File: config.mk
export PLATFORM = sky130hd
export DESIGN_NAME = pipe_stage_buf
export DESIGN_NICKNAME = d
export VERILOG_FILES = /design/src/rtl/cpu_pipe_pkg.sv /design/src/rtl/sat_counter.sv /design/src/rtl/pipe_stage_buf.sv
export SDC_FILE = /design/constraint.sdc
export NUM_CORES = 1
export LEC_CHECK = 0
export CAP_MARGIN = 40
export CORE_MARGIN = 4
export CORE_UTILIZATION = 35
export DETAILED_ROUTE_END_ITERATION = 16
export MAX_ROUTING_LAYER = met4
export PLACE_DENSITY = 0.69
export SYNTH_ARGS = -nofsm -noshare
export SYNTH_HDL_FRONTEND = slang
export SYNTH_SLANG_ARGS = --single-unit
File: constraint.sdc
create_clock -name clk -period 6.02 [get_ports clk]
set_clock_uncertainty 0.05 [all_clocks]
set_input_delay 1.204 -clock clk [delete_from_list [all_inputs] [get_ports clk]]
set_output_delay 1.204 -clock clk [all_outputs]
set_load 0.02 [all_outputs]
File: src/rtl/cpu_pipe_pkg.sv
// ----------------------------------------------------------------------------
// cpu_pipe_pkg
// Shared definitions for the CPU pipeline boundary registers.
//   INS_W      : instruction word width in bits
//   MIPS_NOP   : canonical bubble (NOP) instruction word
//   ins_word_t : instruction word type
// No ports (package).
// ----------------------------------------------------------------------------
package cpu_pipe_pkg;

  localparam int unsigned INS_W = 32;
  localparam logic [INS_W-1:0] MIPS_NOP = 32'h0000_0000;

  typedef logic [INS_W-1:0] ins_word_t;

endpackage : cpu_pipe_pkg

File: src/rtl/sat_counter.sv
// ----------------------------------------------------------------------------
// sat_counter
// Up-counter that sticks at all-ones instead of wrapping. Cleared only by rst.
// Ports:
//   clk   in  1      clock
//   rst   in  1      asynchronous active-high reset (count -> 0)
//   inc   in  1      increment request for this cycle
//   count out CNT_W  current count value (registered)
// ----------------------------------------------------------------------------
module sat_counter #(
  parameter int unsigned CNT_W = 16
) (
  input  logic             clk,
  input  logic             rst,
  input  logic             inc,
  output logic [CNT_W-1:0] count
);

  localparam logic [CNT_W-1:0] CNT_MAX = {CNT_W{1'b1}};
  localparam logic [CNT_W-1:0] CNT_ONE = CNT_W'(1);

  // Saturating count register.
  always_ff @(posedge clk or posedge rst) begin
    if (rst) begin
      count <= {CNT_W{1'b0}};
    end else if (inc && (count != CNT_MAX)) begin
      count <= count + CNT_ONE;
    end else begin
      count <= count;
    end
  end

endmodule : sat_counter

File: src/rtl/pipe_stage_buf.sv
// ----------------------------------------------------------------------------
// pipe_stage_buf
// Pipeline boundary register with valid/ready handshake and a 2-entry skid
// buffer (main + skid). in_ready depends only on local state and flush, so
// the upstream stage sees no combinational path from out_ready. A synchronous
// flush squashes all held entries; empty output slots present NOP_VALUE.
//
// Optional build macro: PIPE_STAGE_PERF_EN adds saturating stall/flush
// performance counters (perf_stall_cnt, perf_flush_cnt).
//
// Ports:
//   clk            in  1      clock, posedge only
//   rst            in  1      asynchronous active-high reset
//   flush          in  1      synchronous squash of held entries
//   in_valid       in  1      upstream has data
//   in_ready       out 1      stage accepts this cycle
//   in_data        in  WIDTH  upstream payload
//   out_valid      out 1      main entry holds valid data
//   out_ready      in  1      downstream consumes this cycle
//   out_data       out WIDTH  payload, NOP_VALUE when out_valid=0
//   perf_stall_cnt out CNT_W  (PIPE_STAGE_PERF_EN only) cycles stalled by downstream
//   perf_flush_cnt out CNT_W  (PIPE_STAGE_PERF_EN only) flushes of a non-empty stage
// ----------------------------------------------------------------------------
module pipe_stage_buf
  import cpu_pipe_pkg::*;
#(
  parameter int unsigned       WIDTH     = INS_W,
  parameter logic [WIDTH-1:0]  NOP_VALUE = WIDTH'(MIPS_NOP),
  parameter int unsigned       CNT_W     = 16
) (
  input  logic             clk,
  input  logic             rst,
  input  logic             flush,
  input  logic             in_valid,
  output logic             in_ready,
  input  logic [WIDTH-1:0] in_data,
  output logic             out_valid,
  input  logic             out_ready,
  output logic [WIDTH-1:0] out_data
`ifdef PIPE_STAGE_PERF_EN
  ,
  output logic [CNT_W-1:0] perf_stall_cnt,
  output logic [CNT_W-1:0] perf_flush_cnt
`endif
);

  logic             main_v_r;
  logic [WIDTH-1:0] main_d_r;
  logic             skid_v_r;
  logic [WIDTH-1:0] skid_d_r;

  logic             in_ready_s;
  logic             in_fire_s;
  logic             out_fire_s;

  // A full skid or a flush blocks intake; out_ready is deliberately not used.
  assign in_ready_s = !skid_v_r && !flush;
  assign in_fire_s  = in_valid && in_ready_s;
  assign out_fire_s = main_v_r && out_ready;

  assign in_ready  = in_ready_s;
  assign out_valid = main_v_r;

  // Output mux: bubbles read as NOP even though main_d_r keeps stale data.
  always_comb begin
    if (main_v_r) begin
      out_data = main_d_r;
    end else begin
      out_data = NOP_VALUE;
    end
  end

  // Main/skid state update. The skid is only ever filled while main is valid
  // and stalled, so skid_v_r implies main_v_r and ordering stays FIFO.
  always_ff @(posedge clk or posedge rst) begin
    if (rst) begin
      main_v_r <= 1'b0;
      skid_v_r <= 1'b0;
      main_d_r <= NOP_VALUE;
      skid_d_r <= NOP_VALUE;
    end else if (flush) begin
      // Data registers are left alone; only validity is squashed.
      main_v_r <= 1'b0;
      skid_v_r <= 1'b0;
    end else if (!main_v_r) begin
      if (in_fire_s) begin
        main_d_r <= in_data;
        main_v_r <= 1'b1;
      end else begin
        main_v_r <= 1'b0;
      end
    end else if (out_fire_s) begin
      if (skid_v_r) begin
        // in_ready was low, so the skid is the only candidate for main.
        main_d_r <= skid_d_r;
        skid_v_r <= 1'b0;
      end else if (in_fire_s) begin
        main_d_r <= in_data;
      end else begin
        main_v_r <= 1'b0;
      end
    end else begin
      if (in_fire_s) begin
        skid_d_r <= in_data;
        skid_v_r <= 1'b1;
      end else begin
        skid_v_r <= skid_v_r;
      end
    end
  end

`ifdef PIPE_STAGE_PERF_EN
  logic stall_inc_s;
  logic flush_inc_s;

  assign stall_inc_s = main_v_r && !out_ready && !flush;
  assign flush_inc_s = flush && (main_v_r || skid_v_r);

  sat_counter #(.CNT_W(CNT_W)) u_stall_cnt (
    .clk   (clk),
    .rst   (rst),
    .inc   (stall_inc_s),
    .count (perf_stall_cnt)
  );

  sat_counter #(.CNT_W(CNT_W)) u_flush_cnt (
    .clk   (clk),
    .rst   (rst),
    .inc   (flush_inc_s),
    .count (perf_flush_cnt)
  );
`else
  // CNT_W only sizes the counters; without them it must merely be sane.
  if (CNT_W == 0) begin : g_cnt_w_zero
  end
`endif

endmodule : pipe_stage_buf

==> results.sh <==
export IMPL_diodes=0
export IMPL_drive_above_1_share_pct=36.8
export IMPL_ios=71
export IMPL_synthAdderAreaFrac_pct=0
export IMPL_drt_iter0_markers=24
export IMPL_cts_resized=0
export IMPL_track_usage_pct=13.2
export IMPL_gp_congestion=0.710
export IMPL_cap_violations=0
export IMPL_rsz0062_at_grt="false"
export IMPL_cts_buffer_depth=2
export IMPL_drv_slew=0
export IMPL_grt_start_max_net_pins=63
export IMPL_final_hold_violation_count=0
export IMPL_rr_endpoint="main_d_r[19]$_DFFE_PP0P_"
export IMPL_fin_nets=331
export IMPL_start_util_pct=35.9
export IMPL_tritoncts="yes"
export IMPL_startpoint="flush"
export IMPL_crit_required_ns=4.77
export IMPL_vias=1949
export IMPL_yosys_top_cells_count="mux2_2 (84), dfrtp_1 (66), and2_1 (32)"
export IMPL_p_leak_nw=1.71
export IMPL_dieHeight_um=103
export IMPL_synth_edf_count=0
export IMPL_detailed_place_hpwl_um=3980
export IMPL_syn_avg_cell_area_sq_um=14.2
export IMPL_synthesis_area_sq_um=3130
export IMPL_netlist_instances=220
export IMPL_cp_endpoint="in_ready"
export IMPL_regToRegSetupSlack_ns=3.58
export IMPL_grt_pass1_vias=2090
export IMPL_ant_nets=0
export IMPL_muxShareOfSynthArea_pct=33.8
export IMPL_fin_area_sq_um=4150
export IMPL_multi_input_area_sq_um=1370
export IMPL_htree_levels=3
export IMPL_yosysUniqueCellTypes=20
export IMPL_clock_root_buffer="clkbuf_8"
export IMPL_synth_area_leaders="dfrtp_1 (53%), mux2_2 (30%), and2_1 (6.4%), mux2_1 (3.6%), buf_6 (2.2%)"
export IMPL_wl_um=6240
export IMPL_yosysMostFrequentCell="mux2_2"
export IMPL_die_area_sq_um=10500
export IMPL_synth_net_count=257
export IMPL_total_power_mw=1.22
export IMPL_status="completed"
export IMPL_tightestPinTransition_ns=0.682
export IMPL_wl_per_cell_um=15.3
export IMPL_crit_path_end_kind="output pin"
export IMPL_min_period_over_period_pct=63.0
export IMPL_critPathLaunchType="input port"
export IMPL_insertion_delay_ns=0.33
export IMPL_fp_dieW_um=103
export IMPL_synthXorXnorAreaFrac_pct=0
export IMPL_synth_ff_type="dfrtp_1"
export IMPL_fin_cells=407
export IMPL_placeableCoreArea_sq_um=8720
export IMPL_synth_top_area_share_pct=52.8
export IMPL_slew_limit_headroom_pct=54.5
export IMPL_yosys_area_share_simple_pct=8.04
export IMPL_reg2regPathDepth=5
export IMPL_placedInstanceArea_sq_um=3960
export IMPL_timing_final_ws_setup_ns=2.23
export IMPL_cp_arrival_ns=2.54
export IMPL_num_rows=34
export IMPL_ir_drop_uv=135
export IMPL_grt_pass1_wl_um=10300
export IMPL_yosys_register_bits=66
export IMPL_grt_overflow=0
export IMPL_path_clk_slew_ns=0.07
export IMPL_first_pass_iters=4
export IMPL_synth_top_family_by_area="multiplexers"
export IMPL_fillers=813
export IMPL_timing_fmax_ghz=0.264
export IMPL_postCtsSetupBuffers=0
export IMPL_hp_class="flop to flop"
export IMPL_powerDensity_nw_per_um2=294
export IMPL_antenna_found_initial=0
export IMPL_place_inst=391
export IMPL_min_period_ns=3.79
export IMPL_dp_slack_ns=2.24
export IMPL_drcViolationCount=0
export IMPL_finalSetupViolCount=0
export IMPL_fin_hold_ws_ns=0.433
export IMPL_cts_made_buffers=9
export IMPL_worstReg2RegStart="out_valid$_DFF_PP0_"
export IMPL_finish_utilization_pct=47.5
export IMPL_area_delta_synth_final_pct=32.6
export IMPL_vias_per_cell=4.79
export IMPL_seq_area_frac_synth_pct=52.8
export IMPL_critical_path_class="input port to output pin"
export IMPL_portBuffers=70
export IMPL_hold_buffers=0
export IMPL_seq_area_sq_um=1650
export IMPL_synth_compound_area_share_pct=1.84
export IMPL_fin_tns_setup_ns=0
export IMPL_synth_warnings=0
export IMPL_critical_path_max_fanout=6
export IMPL_synth_area_leader_cell="dfrtp_1"
export IMPL_clock_sinks=66
export IMPL_async_flop_share_pct=100
critical path: stages:
cell,delay [ns]
clkdlybuf4s50_1,0.56
nor2_1,0.15
clkdlybuf4s50_1,0.62
layout make-up:
cell class	count	share of cell area [%]
inverters	2	0.181
flip-flops and latches	66	39.8
clock inverters	5	1.33
clock buffers	11	3.17
well taps	108	3.26
multi-input cells	139	33.0
repair buffers	76	19.3
where the power goes:
group	leakage [nW]	switching [mW]	internal [mW]	total [mW]
sequential	0.795	0.0482	0.551	0.599
clock	0.0893	0.165	0.190	0.355
combinational	0.824	0.100	0.165	0.265
layer usage:
metal	vias to the layer above	routed length, um	share of wire (%)	GRT usage (%)
met5	-	0	0	-
met4	0	98	1.6	5.75
met3	12	305	4.9	2.98
met2	49	2910	47	20.4
met1	965	2940	47	16.7
li1	923	-	-	-
how the worst min path moves through the flow:
stage	depth (start not counted)	to	from
3_3_place_gp	1	main_d_r[10]$_DFFE_PP0P_	main_d_r[10]$_DFFE_PP0P_
5_1_grt	1	main_d_r[5]$_DFFE_PP0P_	main_d_r[5]$_DFFE_PP0P_
2_1_floorplan	1	main_d_r[10]$_DFFE_PP0P_	main_d_r[10]$_DFFE_PP0P_
6_report	1	main_d_r[6]$_DFFE_PP0P_	main_d_r[6]$_DFFE_PP0P_
4_1_cts	1	main_d_r[15]$_DFFE_PP0P_	main_d_r[15]$_DFFE_PP0P_
3_5_place_dp	1	main_d_r[6]$_DFFE_PP0P_	main_d_r[6]$_DFFE_PP0P_
state kept, by name, summed over array words and instances (netlist names):
register,flops
skid_d_r,32
out_valid,1
skid_v_r,1
main_d_r,32
kinds of logic (layout without fill, tap and decap cells):
family | after synthesis | after routing
AO/OA/AOI/OAI | 7 | 7
buffers and inverters | 15 | 94
flip-flops | 66 | 66
multiplexers | 94 | 94
AND/OR/NAND/NOR | 38 | 38
cells in the final DEF, fill, tap and decap left out:
cell             Yosys  final
mux2_2              84     84
clkdlybuf4s50_1      0     70
dfrtp_1             66     66
and2_1              32     32
mux2_1              10     10
clkbuf_8             0      9
buf_4                1      3
nor2_1               2      2
a21oi_1              2      2
clkinvlp_4           0      2
clkinv_2             0      2
clkbuf_1             3      2
buf_16               0      2
nand2b_2             1      1
and2b_4              1      1
nor3b_4              1      1
nand2_2              1      1
a211oi_4             1      1
inv_1                2      1
o21ai_0              1      1
inv_2                0      1
a211oi_1             1      1
o22ai_1              1      1
a2bb2oi_1            1      1
bufinv_16            0      1
buf_12               0      1
No activity file was read; power rests on OpenSTA's default activity.
==> RTL change 1, RTL diff (config.mk and constraints unchanged) <==
Change the package constant `INS_W` from 32 to 48.
--- a/src/rtl/cpu_pipe_pkg.sv
+++ b/src/rtl/cpu_pipe_pkg.sv
@@ -9,5 +9,5 @@
 package cpu_pipe_pkg;
 
-  localparam int unsigned INS_W = 32;
+  localparam int unsigned INS_W = 48;
   localparam logic [INS_W-1:0] MIPS_NOP = 32'h0000_0000;
 
Interface: changed (resized in_data and out_data); port bits go from 71 to 103. The function was not compared with the original's and may differ.
==> RTL change 1 against the unedited design <==
Routed wire length grew 56%; core utilization shrank 0.14 points; power grew 49%; sequential cell count grew 32; final area grew 45%; setup slack lost 110 ps; die area grew 43%; area after synthesis grew 47%; count of clock-buffer cells in the layout grew 3; largest cell class unchanged; sequential share of layout area grew 0.83 points.
==> RTL change 1: results (changes against the unedited design) <==
- Outcome: finished clean
- Top Registers: main_d_r x48, skid_d_r x48
- Clock tree buffer depth: 2 (unchanged)
- First-pass GRT wire length: 15530 um (+50%)
- I/O Buffers: 102 (+46%)
- CP arrival: 2650 ps (+110 ps)
- Peak VDD IR: 0.1219 mV (-9.9%)
- Slowest Stage Delay on Critical Path: 650 ps (+30 ps)
- Routed Wire Length: 9723 um (+56%)
- Hold Path Class: flop to flop
- # diodes: 0 (unchanged)
- Area contributors post-synth: dfrtp_1 (53%), mux2_2 (30%), and2_1 (6.5%)
- GP Congestion: 0.6969 (-1.8%)
- Syn Nets: 376 (+46%)
- Leakage: 0.002493 uW (+46%)
- Placed Area: 0.005747 mm^2 (+45%)
- Share of layout cells above drive strength 1: 0.3419 (-0.02597)
- Post-synthesis sequential area ratio: 0.5348 (+0.006789)
- DRT iter0 DRCs: 120 (+400%)
- Worst Max-Slew Pin Slew: 720.5 ps (+38.18 ps)
- Largest net degree at the start of global routing: 51 (-19%)
- Crit Path Max Fanout: 6 (unchanged)
- CTS Buf Count: 9 (unchanged)
- Root buffer cell: clkbuf_16
- H-tree Lvls: 3 (unchanged)
- Final #Nets: 475 (+44%)
- DRT Pass-1 Iters: 3 (-1)
- GRT Util Overall: 0.1385 (+0.006166)
- Yosys top cell area share: 0.5348 (+0.006789)
- Synth cell count leaders: mux2_2 (122), dfrtp_1 (98), and2_1 (48)
- CTS clk-pin slew, worst paths: around 60 ps
- Dpl ws: 2115 ps (-126.1 ps)
- Ys async rst share: 1.000 (unchanged)
- Avg Vias per Cell: 4.715 (-1.5%)
- Number of global-route vias before repair: 3091 (+48%)
- HPWL after DPL: 6292 um (+58%)
- Distinct cells, synth: 20 (unchanged)
RTL change 1: cell count changes after synthesis, moves of 2 or more:
cell,before,now
and2_1,32,48
buf_4,1,3
clkbuf_1,3,7
dfrtp_1,66,98
mux2_1,10,20
mux2_2,84,122
RTL change 1: worst paths after layout:
path	startpoint	to	slack, ps
setup / recovery	flush	in_ready	2120
hold / removal	skid_d_r[36]	skid_d_r[36]	430
setup reg to reg	out_valid	main_d_r[43]	3010
hold reg to reg	skid_d_r[36]	skid_d_r[36]	430
max in group asynchronous	rst	skid_d_r[36]	3570
min in group asynchronous	rst	main_d_r[29]	1250
RTL change 1: per-stage QoR:
stage | power, uW | instances
after floorplan | 1137 | 323
after global placement | 1273 | 583
after detailed placement | 1296 | 583
after CTS | 1856 | 599
after global routing | 1922 | 599
final | 1819 | 599
RTL change 1: logic make-up after synthesis:
group	count (synthesis)	share of synthesized area
flip-flops	98	0.5348
multiplexers	142	0.3487
buffers and inverters	22	0.03138
AND/OR/NAND/NOR	54	0.07422
AO/OA/AOI/OAI	7	0.01091
RTL change 1: worst register-to-register path, stage by stage, from the launching register on:
cell and delay [ps]:
dfrtp_1 580, buf_4 440, nand2_2 140, a211oi_4 680
buf_4 600, mux2_2 410
RTL change 1: area by class of cell:
type                    count  area, um^2
fillers                  1232        6691
clock buffers              14       274.0
repair buffers            108        1066
inverters                   2       10.01
well taps                 172       215.2
clock inverters             2       10.01
multi-input cells         203        2003
flip-flops and latches     98        2452
RTL change 1: routing by layer:
layer | global-route usage | vias to the layer above | wire length, um
li1 | - | 1320 | -
met1 | 0.1692 | 1429 | 4324
met3 | 0.03641 | 12 | 498
met4 | 0.05458 | 0 | 153
met2 | 0.2202 | 63 | 4746
met5 | - | - | 0
RTL change 1: power by group:
group	total [uW]	internal, uW	switching (uW)
combinational	383	234	149
sequential	891	820	71.5
clock	544	313	231
==> RTL change 2, RTL diff (config.mk and constraints unchanged) <==
Made on the original files. Reset style: synchronous (`rst`), changed in one clocked block. Comments in the files are not updated.
--- a/src/rtl/pipe_stage_buf.sv
+++ b/src/rtl/pipe_stage_buf.sv
@@ -73,5 +73,5 @@
   // Main/skid state update. The skid is only ever filled while main is valid
   // and stalled, so skid_v_r implies main_v_r and ordering stays FIFO.
-  always_ff @(posedge clk or posedge rst) begin
+  always_ff @(posedge clk) begin
     if (rst) begin
       main_v_r <= 1'b0;
Check against the original RTL: differs if rst is asserted again (counterexample within 4 cycles, from zero or initial values and one cycle with rst high); with rst held inactive, the same outputs for 4 cycles.
==> RTL change 2 against the unedited design <==
Area after synthesis increased by 15%; sequential cell count unchanged; setup slack better by 320 ps; critical path type unchanged; die area up 13%; final area increased by 10%; via count grew 75%; routed wire length increased by 56%; non-clock buffer count grew 4; critical path depth stayed put.
Power is not compared: it rests on default switching activity, and its combinational part moved more than twofold at a synthesized area within 25%.
==> RTL change 2: results (changes against the unedited design) <==
- Outcome: finished clean
- Placed Area: 0.004333 mm^2 (+9.4%)
- Beginning of the worst hold path: main_d_r[20]
- Metal-1 WL: 4543 um (+55%)
- WL per Instance: 16.40 um (+6.9%)
- CP arrival: 2210 ps (-330 ps)
- Distinct cells, synth: 23 (+15%)
- Worst R2R Start: skid_v_r
- Non-Filler Instances: 594 (+46%)
- HPWL after DPL: 5978 um (+50%)
- Signal buffers: 80 (+5.3%)
- Synth cell count leaders: dfxtp_1 (66), a21oi_1 (65), nand3_1 (64)
- GRT met2 Usage: 0.2566 (+0.05251)
- Share of layout cells above drive strength 1: 0.07375 (-0.2941)
- Ys async rst share: 0 (-1.000)
- Mean Syn Cell Area: 8.429 um^2 (-41%)
- Fillcell total: 943 (+16%)
- GRT Util Overall: 0.1723 (+0.03997)
- Avg Vias per Cell: 5.727 (+20%)
- Footprint of the multi-input gates: 0.002031 mm^2 (+48%)
- Largest net degree at the start of global routing: 71 (+13%)
- Met1 Use GR: 0.2298 (+0.06245)
- Rel. slew slack: 0.5011 (-0.04402)
- Total area of sequential cells: 0.001326 mm^2 (-20%)
- Buffering overhead: 0.1767 (-0.01584)
- Fraction of area in multi-input gates: 0.4453 (+0.1155)
- Number of global-route vias before repair: 3193 (+53%)
- Yosys top cell area share: 0.3688 (-0.1592)
- Post-synthesis cell area: 0.003582 mm^2 (+15%)
- Worst-Skew Late Latency: 350 ps (+20 ps)
- First-pass GRT wire length: 16050 um (+55%)
- GP Congestion: 0.6938 (-2.2%)
- Met3 routed WL: 475 um (+56%)
- Met3 GRT Util: 0.03612 (+0.006346)
- Placed Instances: 578 (+48%)
- Crit Path Max Fanout: 2 (-4)
- DRT iter0 DRCs: 219 (+810%)
[RTL change 2: cell types whose count changed after synthesis, moves of 10 or more]
cell,change
a2111o_1,+32
a21bo_1,+30
a21oi_1,+63
buf_2,+14
clkbuf_1,+35
dfrtp_1,-66
dfxtp_1,+66
mux2_1,-10
mux2_2,-84
nand3_1,+64
o21ai_0,+27
o31ai_1,+32
[RTL change 2: power breakdown]
group / internal, uW / switching (uW)
combinational: 57.8 / 67.2
sequential: 449 / 9.22
clock: 256 / 170
[RTL change 2: final timing paths]
path                   to  slack, ps  cells after the start
max reg2reg  main_d_r[18]       3320                      5
min reg2reg  main_d_r[20]        410                      2
max              in_ready       2560                      3
min          main_d_r[20]        410                      2
[RTL change 2: kinds of logic after synthesis]
| family | share of synthesized area |
|---|---|
| simple gates | 0.1558 |
| mux | 0.003841 |
| buf+inv | 0.07300 |
| compound gates | 0.3985 |
| flops | 0.3688 |
[RTL change 2: worst max-delay path, cell delays in order]
cell and delay [ps]:
buf_2 100, nor2_1 230, clkdlybuf4s50_1 670
